**src/rtl/fb_write_arbiter.sv**
```systemverilog
// fb_write_arbiter: shares the frame-buffer write port between CPU bypass
// stores (decoupled through a small FIFO), the fill engine and the line engine.
// Grants rotate round-robin into a single registered output slot.
// Optional build macro FB_ARB_STATS_EN adds saturating per-source completion
// counters and a CPU stall-cycle counter.
module fb_write_arbiter #(
    parameter int FIFO_DEPTH = 4,
    parameter int ADDR_W     = 32,
    parameter int DATA_W     = 32
) (
    input  logic              clk,
    input  logic              rst,
    input  logic              cpu_valid,
    input  logic [ADDR_W-1:0] cpu_addr,
    input  logic [DATA_W-1:0] cpu_din,
    input  logic [3:0]        cpu_we,
    output logic              cpu_stall,
    input  logic              fill_valid,
    input  logic [ADDR_W-1:0] fill_addr,
    input  logic [DATA_W-1:0] fill_din,
    output logic              fill_ready,
    input  logic              line_valid,
    input  logic [ADDR_W-1:0] line_addr,
    input  logic [DATA_W-1:0] line_din,
    output logic              line_ready,
    output logic              fb_valid,
    output logic [ADDR_W-1:0] fb_addr,
    output logic [DATA_W-1:0] fb_din,
    output logic [3:0]        fb_we,
    input  logic              fb_ready,
    output logic [1:0]        fb_grant,
    output logic              idle
`ifdef FB_ARB_STATS_EN
    ,
    output logic [31:0]       stat_cpu,
    output logic [31:0]       stat_fill,
    output logic [31:0]       stat_line,
    output logic [31:0]       stat_stall_cycles
`endif
);

    localparam int PW = $clog2(FIFO_DEPTH);
    localparam int CW = PW + 1;

    logic [ADDR_W-1:0] r_mem_addr [FIFO_DEPTH];
    logic [DATA_W-1:0] r_mem_din  [FIFO_DEPTH];
    logic [3:0]        r_mem_we   [FIFO_DEPTH];
    logic [PW-1:0]     r_wr_ptr;
    logic [PW-1:0]     r_rd_ptr;
    logic [CW-1:0]     r_count;
    logic [1:0]        r_last;

    logic       w_full;
    logic       w_empty;
    logic       w_push;
    logic       w_pop;
    logic       w_load;
    logic       w_go;
    logic [2:0] w_req;
    logic [1:0] w_win;
    logic       w_win_valid;

    // Index of the requester 'step' positions after 'base' in the cycle 0->1->2.
    function automatic logic [1:0] next_idx(input logic [1:0] base, input int step);
        int s;
        s = (int'(base) + step) % 3;
        return 2'(s);
    endfunction

    assign w_full    = (r_count == CW'(FIFO_DEPTH));
    assign w_empty   = (r_count == '0);
    assign w_push    = cpu_valid && !w_full;
    assign cpu_stall = cpu_valid && w_full;
    assign w_req     = {line_valid, fill_valid, !w_empty};
    assign w_load    = !fb_valid || fb_ready;
    assign w_go      = w_load && w_win_valid;
    assign w_pop     = w_go && (w_win == 2'd0);
    assign fill_ready = w_go && (w_win == 2'd1);
    assign line_ready = w_go && (w_win == 2'd2);
    assign idle      = w_empty && !fb_valid;

    // Round-robin pick: scan farthest-to-nearest so the nearest requester after r_last wins.
    always_comb begin
        w_win_valid = 1'b0;
        w_win       = 2'd0;
        for (int k = 3; k >= 1; k--) begin
            if (w_req[next_idx(r_last, k)]) begin
                w_win_valid = 1'b1;
                w_win       = next_idx(r_last, k);
            end
        end
    end

    // FIFO storage; contents need no reset since count gates every read.
    always_ff @(posedge clk) begin
        if (w_push) begin
            r_mem_addr[r_wr_ptr] <= cpu_addr;
            r_mem_din[r_wr_ptr]  <= cpu_din;
            r_mem_we[r_wr_ptr]   <= cpu_we;
        end
    end

    // FIFO pointers and occupancy count.
    always_ff @(posedge clk) begin
        if (rst) begin
            r_wr_ptr <= '0;
            r_rd_ptr <= '0;
            r_count  <= '0;
        end else begin
            if (w_push) r_wr_ptr <= r_wr_ptr + PW'(1);
            if (w_pop)  r_rd_ptr <= r_rd_ptr + PW'(1);
            case ({w_push, w_pop})
                2'b10:   r_count <= r_count + CW'(1);
                2'b01:   r_count <= r_count - CW'(1);
                default: r_count <= r_count;
            endcase
        end
    end

    // Output slot: loads the winner when free or being accepted, otherwise holds.
    always_ff @(posedge clk) begin
        if (rst) begin
            fb_valid <= 1'b0;
            fb_addr  <= '0;
            fb_din   <= '0;
            fb_we    <= '0;
            fb_grant <= 2'd0;
            r_last   <= 2'd2;
        end else if (w_load) begin
            if (w_win_valid) begin
                fb_valid <= 1'b1;
                fb_grant <= w_win;
                r_last   <= w_win;
                case (w_win)
                    2'd0: begin
                        fb_addr <= r_mem_addr[r_rd_ptr];
                        fb_din  <= r_mem_din[r_rd_ptr];
                        fb_we   <= r_mem_we[r_rd_ptr];
                    end
                    2'd1: begin
                        fb_addr <= fill_addr;
                        fb_din  <= fill_din;
                        fb_we   <= 4'b1111;
                    end
                    default: begin
                        fb_addr <= line_addr;
                        fb_din  <= line_din;
                        fb_we   <= 4'b1111;
                    end
                endcase
            end else begin
                fb_valid <= 1'b0;
            end
        end
    end

`ifdef FB_ARB_STATS_EN
    // Saturating counters of completed transactions per source and CPU stall cycles.
    always_ff @(posedge clk) begin
        if (rst) begin
            stat_cpu          <= '0;
            stat_fill         <= '0;
            stat_line         <= '0;
            stat_stall_cycles <= '0;
        end else begin
            if (fb_valid && fb_ready) begin
                if (fb_grant == 2'd0 && stat_cpu  != 32'hFFFF_FFFF) stat_cpu  <= stat_cpu + 32'd1;
                if (fb_grant == 2'd1 && stat_fill != 32'hFFFF_FFFF) stat_fill <= stat_fill + 32'd1;
                if (fb_grant == 2'd2 && stat_line != 32'hFFFF_FFFF) stat_line <= stat_line + 32'd1;
            end
            if (cpu_stall && stat_stall_cycles != 32'hFFFF_FFFF)
                stat_stall_cycles <= stat_stall_cycles + 32'd1;
        end
    end
`endif

endmodule

```
**config.mk**
```make
export PLATFORM = sky130hd
export DESIGN_NAME = fb_write_arbiter
export DESIGN_NICKNAME = d
export VERILOG_FILES = /design/src/rtl/fb_write_arbiter.sv
export SDC_FILE = /design/constraint.sdc
export NUM_CORES = 1
export LEC_CHECK = 0
export BUFFER_PORTS_ARGS = -buffer_cell sky130_fd_sc_hd__buf_2
export CAP_MARGIN = 40
export CORE_ASPECT_RATIO = 0.7
export CORE_MARGIN = 1
export CORE_UTILIZATION = 55
export DETAILED_ROUTE_END_ITERATION = 10
export PLACE_DENSITY_LB_ADDON = 0.08
export SYNTH_ARGS = -nofsm -noshare
export SYNTH_HDL_FRONTEND = slang
export SYNTH_SLANG_ARGS = --single-unit
export TNS_END_PERCENT = 30
```
**constraint.sdc**
```tcl
create_clock -name clk -period 3.94 [get_ports clk]
set_input_delay 0 -clock clk [delete_from_list [all_inputs] [get_ports clk]]
set_output_delay 0 -clock clk [all_outputs]
set_load 0.1 [all_outputs]
```
==> impl_metrics.tcl, run 1 <==
set metrics [dict create \
    grt_pass1_vias 10130 \
    p_per_area_nw_per_um2 938.0 \
    synth_area_um2 14640 \
    vias_per_cell 5.671 \
    wl_met3_um 2080 \
    p_clk_share_pct 18.1 \
    clkLatencyLatePin_ns 0.51 \
    ys_ff_latch 353 \
    hold_ws_ns 0.07378 \
    h-tree-depth 2 \
    p_leak_uw 0.007306 \
    num_vias 9771 \
    yosys_warnings 0 \
    ys_seq_area_share_pct 66.85 \
    clk_pin_slew_ns 0.07 \
    met2_length_um 17220 \
    finalMaxSlewViolations 0 \
    die_h_um 138.5 \
    fp.dieArea_um2 27290 \
    swShare_pct 43.28 \
    placementRows 49 \
    grt_max_degree 73 \
    grt_overflow_total 0 \
    drtAntennaViolNets 0 \
    wl_per_cell_um 20.82 \
    wl_met1_um 15770 \
    hold_violations 0 \
    hp-class "input pin to flop" \
    ys.flop_type "edfxtp_1" \
    p_comb_share_pct 55.1 \
    portBuffers 276 \
    cp.required_ns 4.34 \
    dp_hpwl_um 20680 \
    startpoint_type "flop" \
    multiInputGateArea_um2 4493 \
    cp-end-kind "flop" \
    p_sw_uw 8041 \
    start_util_pct 56.46 \
    worstSetupPathType "flop to flop" \
    dr.pass1.iters 7 \
    utilization_pct 76.37 \
    vdd_ir_drop_max_uv 608.8 \
    grt_antenna_before_repair 2 \
    finalSetupViolations 0 \
    period_minus_slack_ns 3.863 \
    cp_max_fo 23 \
    critPathArrivalTime_ns 4.26 \
    ff_latch_area_um2 9797 \
    fmax_mhz 258.9 \
    cts_tree "built" \
    cts.sinks 353 \
    drtIter0Drc 524 \
    cts_buffers 35 \
    ys_types 51 \
    cts-root-buf "clkbuf_16" \
    drc 0 \
    drive_above_1_share_pct 40.91 \
    nNetsFinal 1550 \
    worst_pin_slew_ns 0.9165 \
    die_x_um 197.0 \
    p_int_uw 10540 \
    gp_congestion 0.8358 \
    instances_no_fill 1723 \
    place_ws_ns 0.7579 \
    min_period_over_period_pct 98.04 \
    relSlewSlack_pct 38.90 \
    grt_pass1_wl_um 55210 \
    synth_edf_count 272 \
    clk_path_buf_depth 3 \
    syn_to_final_growth_pct 35.26 \
    place_inst 1437 \
    drv_cap 0 \
    synthArstFlopShare_pct 0 \
    syn_nets 1065 \
    grt_usage_pct 26.35 \
    outcome "completed" \
    top_layer_used "met4" \
    finalClockSkew_ns 0.02065 \
    pwr-share-seq_pct 26.9 \
    fp.coreArea_um2 25930 \
    netlist_instances 853 \
    wl_um 35880 \
    io_pins 277 \
    synth.avg_cell_area_um2 17.17 \
    worst_slack_ns 0.07725 \
    nFillCells 1550 \
]
## registers in the layout, indices dropped and copies added (netlist names), named ones only
signal	flops
fb_addr	32
fb_din	32
fb_grant	2
fb_valid	1
fb_we	4
r_count	3
r_last	1
r_mem_addr	128
r_mem_din	128
r_mem_we	16
r_rd_ptr	2
r_wr_ptr	2
## final cells by class
cell class              instances  share of cell area, %
flip-flops and latches        353                  49.46
multi-input cells             418                  22.68
repair buffers                520                  19.50
clock buffers                  49                  5.104
well taps                     357                  2.255
clock inverters                14                 0.7770
inverters                      10                 0.1895
diodes                          2                0.02527
## Yosys cell counts, drive strengths merged, types with 5 or more instances
library cell	number	share of area, %
edfxtp	272	56
dfxtp	81	11
nor2	79	2.0
mux4	68	10
nand3	65	2.2
a211oi	64	5.4
a221oi	64	6.0
clkbuf	41	1.1
buf	31	1.4
inv	10	0.26
ha	9	0.77
nor4	9	0.53
nor2b	7	0.30
nor3	7	0.27
a21oi	6	0.21
and2	5	0.21
## path summary, 6_finish.rpt
| check | start | endpoint | slack [ns] | depth (start not counted) |
|---|---|---|---|---|
| setup / recovery | fb_grant[0]$_SDFFE_PP0N_ | fb_din[24]$_SDFFE_PP0N_ | 0.08 | 10 |
| hold / removal | cpu_valid | r_wr_ptr[1]$_SDFFE_PP0P_ | 0.07 | 4 |
| setup reg to reg | fb_grant[0]$_SDFFE_PP0N_ | fb_din[24]$_SDFFE_PP0N_ | 0.08 | 10 |
| hold reg to reg | fb_grant[1]$_SDFFE_PP0N_ | fb_grant[1]$_SDFFE_PP0N_ | 0.49 | 2 |
## power groups by stage
stage                     logic, uW  registers, uW  clock network, uW
after floorplan                4980           6920                  0
after global placement         8330           5100                  0
after detailed placement       8480           5060                  0
after CTS                      9880           4990               3420
after global routing          10800           5060               3550
final                         10200           4990               3360
## critical path, cell delays in order (launching register included)
cell,delay [ns]
dfxtp_1,0.40
inv_1,0.09
ha_1,0.43
a211oi_2,0.61
o41ai_4,0.16
buf_4,0.18
clkbuf_16,0.20
a221oi_1,0.37
dlygate4sd3_1,0.65
a211oi_2,0.07
dlygate4sd3_1,0.59
## cell usage in the layout, fill, tap and decap left out, types with 2 or more instances in the layout
cell type      instances
a211oi_1               2
a211oi_2              62
a21oi_1                6
a221oi_1              13
a221oi_2              51
a22oi_1                2
and2_4                 4
buf_12                 6
buf_2                275
buf_4                 20
buf_6                  3
bufinv_16              3
clkbuf_1               8
clkbuf_16             38
clkbuf_8               4
clkinv_1               2
clkinv_2               5
clkinvlp_4             3
dfxtp_1               79
dfxtp_4                2
diode_2                2
dlygate4sd3_1        214
edfxtp_1             272
ha_1                   9
inv_1                 10
mux4_2                68
nand2_1                4
nand3_1               65
nand4_1                2
nor2_1                79
nor2b_1                6
nor3_1                 6
nor4_1                 7
or3_1                  2
xor2_1                 2
## kinds of logic (layout without fill, tap and decap cells)
family	after synthesis	count (layout)	share of synthesized area, %
fa+ha+maj	10	10	0.9058
other cells	0	2	0
flops	353	353	66.85
mux	69	69	10.54
buf+inv	82	593	2.726
xor+xnor	3	3	0.1795
compound gates	151	151	12.73
simple gates	185	185	6.067
## metal layers
| layer | vias up | GRT usage, % |
|---|---|---|
| met5 | - | 0 |
| met1 | 4904 | 37.13 |
| met2 | 347 | 42.96 |
| met4 | 0 | 7.303 |
| li1 | 4452 | - |
| met3 | 68 | 4.245 |
## repair_timing
item / 4_1_cts / 5_1_grt
setup buffers: 0 / 6
resized for setup: 0 / 12
hold buffers: 214 / 0
hold endpoints to repair: 336 / 0
setup endpoints to repair: 0 / 18
## stage by stage
stage	instance area, um^2	TNS [ns]	total power (uW)
6_report	19810	0	18580
2_1_floorplan	14640	0	11900
3_3_place_gp	16360	0	13420
4_1_cts	19700	0	18290
5_1_grt	19810	-0.01286	19400
3_5_place_dp	16400	0	13540
(Power assumes the default switching activity.)
==> inputs of run 2 (changes only) <==
Settings changed: CORE_MARGIN 1 to 2, SETUP_SLACK_MARGIN from default to 0.3.
==> run 2 against run 1 <==
  * Global-route usage fell by 0.62 points
  * Via count fell by 0.58%
  * Non-clock buffer count is 26 lower
  * Combinational power decreased by 4%
  * Wire length decreased by 1.2%
  * Setup slack improved by 0.41 ns
  * Final cell count fell by 1.5%
  * Core utilization decreased by 1.3 points
  * Critical path type unchanged
==> impl_metrics.tcl, run 2 (synthesis results as in run 1) <==
set metrics [dict create \
    finalClockSkew_ns 0.01360 \
    clk_pin_slew_ns 0.06 \
    die_x_um 199.0 \
    nNetsFinal 1523 \
    worst_slack_ns 0.4919 \
    rr_startpoint "fb_grant[0]$_SDFFE_PP0N_" \
    ff_latch_area_um2 9797 \
    hp-class "input pin to flop" \
    h-tree-depth 2 \
    drive_above_1_share_pct 40.57 \
    place_ws_ns 0.7543 \
    cp_max_fo 31 \
    io_pins 277 \
    cp-startpoint "fb_grant[0]$_SDFFE_PP0N_" \
    cts_setup_buffers 0 \
    multiInputGateArea_um2 4491 \
    r2r_setup_slack_ns 0.49 \
    fp.coreArea_um2 25930 \
    nFillCells 1582 \
    finalMaxSlewViolations 0 \
    finalInstanceArea_um2 19470 \
    grt_usage_pct 25.73 \
    grt_pass1_wl_um 55230 \
    grt_overflow_total 0 \
    dp_hpwl_um 20820 \
    cts_tree "built" \
    dr.pass1.iters 5 \
    outcome "completed" \
    startpoint_type "flop" \
    num_vias 9714 \
    vdd_ir_drop_max_uv 922.8 \
    drtAntennaViolNets 0 \
    cp.required_ns 4.35 \
    clkLatencyLatePin_ns 0.50 \
    grt_pass1_vias 10040 \
    grt_setup_unrepaired "no" \
    placementRows 49 \
    finalSetupTns_ns 0 \
    finalSetupViolations 0 \
    vias_per_cell 5.724 \
    grt_antenna_before_repair 4 \
    grt_max_degree 73 \
    start_util_pct 56.46 \
    clk_path_buf_depth 3 \
    cts-root-buf "clkbuf_16" \
    cp-end-kind "flop" \
    worst_pin_slew_ns 0.8360 \
    wl_um 35440 \
    drtIter0Drc 738 \
    relSlewSlack_pct 44.27 \
    fp.dieArea_um2 27970 \
    p_per_area_nw_per_um2 918.6 \
    drc 0 \
    p_leak_uw 0.007124 \
    fmax_mhz 290.0 \
    gp_congestion 0.8354 \
    critPathArrivalTime_ns 3.86 \
    drv_cap 0 \
    placed_area_um2 16420 \
    largest_registers "r_mem_addr: 128 flops, r_mem_din: 128 flops" \
    min_period_over_period_pct 87.52 \
    final_cell_mix "buf_2, edfxtp_1, dlygate4sd3_1, nor2_1, dfxtp_1" \
    cts_buffers 34 \
    ff2ff_path_depth 9 \
    syn_to_final_growth_pct 32.95 \
    wl_per_cell_um 20.89 \
    cts.sinks 353 \
    rr_endpoint "fb_din[23]$_SDFFE_PP0N_" \
    portBuffers 276 \
    layout_commonest_cell "buf_2" \
    endpoint "fb_din[23]$_SDFFE_PP0N_" \
    period_minus_slack_ns 3.448 \
    die_h_um 140.5 \
    worstSetupPathType "flop to flop" \
    hold_violations 0 \
]
-- run 2: changes by cell type in the layout (fill, tap and decap cells not counted), moves of 2 or more --
cell	delta
clkbuf_1	+2
buf_4	-7
diode_2	+2
clkinvlp_4	-3
buf_16	+2
bufinv_16	-3
clkinv_1	+3
dlygate4sd3_1	-17
-- run 2: timing repair --
item / CTS / global route
setup endpoints to repair: 0 / 1
endpoints found under the hold margin: 338 / 0
resized for setup: 0 / 2
hold buffers: 197 / 0
-- run 2: area by class of cell --
cell class,instances,area share [%]
multi-input combinational,418,23.07
clock buffer,51,5.232
timing repair buffer,494,18.61
sequential,353,50.32
antenna,4,0.05142
clock inverter,10,0.2250
tap,357,2.294
inverter,10,0.1928
-- run 2: where the power goes --
part / internal [uW] / switching, uW
Clock: 1790 / 1320
Sequential: 4650 / 318
Combinational: 3570 / 6240
Total: 10000 / 7870
-- run 2: metrics by stage --
step	hold WS (ns)	instances	total power, uW	util, %
floorplan	0.09887	853	11900	-
global placement	0.2158	1433	13420	63.09
detailed placement	0.2178	1435	13570	63.30
CTS	0.00006856	1693	17840	75.00
global route	0.01905	1696	18750	75.06
finish	0.02468	1697	17880	75.07
-- run 2: how the worst min path moves through the flow --
stage,slack [ns],cells after the start,startpoint,end
floorplan,0.1,0,cpu_addr[0],r_mem_addr[0][0]$_DFFE_PP_
global placement,0.22,1,cpu_din[1],r_mem_din[2][1]$_DFFE_PP_
detailed placement,0.22,1,cpu_addr[24],r_mem_addr[0][24]$_DFFE_PP_
CTS,0.00007,4,cpu_valid,r_wr_ptr[1]$_SDFFE_PP0P_
global route,0.02,4,cpu_valid,r_wr_ptr[1]$_SDFFE_PP0P_
finish,0.02,4,cpu_valid,r_wr_ptr[1]$_SDFFE_PP0P_
-- run 2: layer usage --
layer,share of wire (%),wire [um],track usage (%),vias up
li1,-,-,-,4397
met1,44,15570,37.16,4920
met2,48,16940,41.00,332
met3,6.3,2224,4.551,65
met4,2.0,706,6.520,0
met5,0,0,0,-
-- run 2: worst max-delay path, cell delays in order, from the launching register on --
cell           delay, ns
dfxtp_1             0.40
inv_1               0.08
ha_1                0.42
nor2b_1             0.21
or3_1               0.41
a31oi_4             0.22
buf_4               0.47
a221oi_1            0.21
dlygate4sd3_1       0.65
a211oi_2            0.26
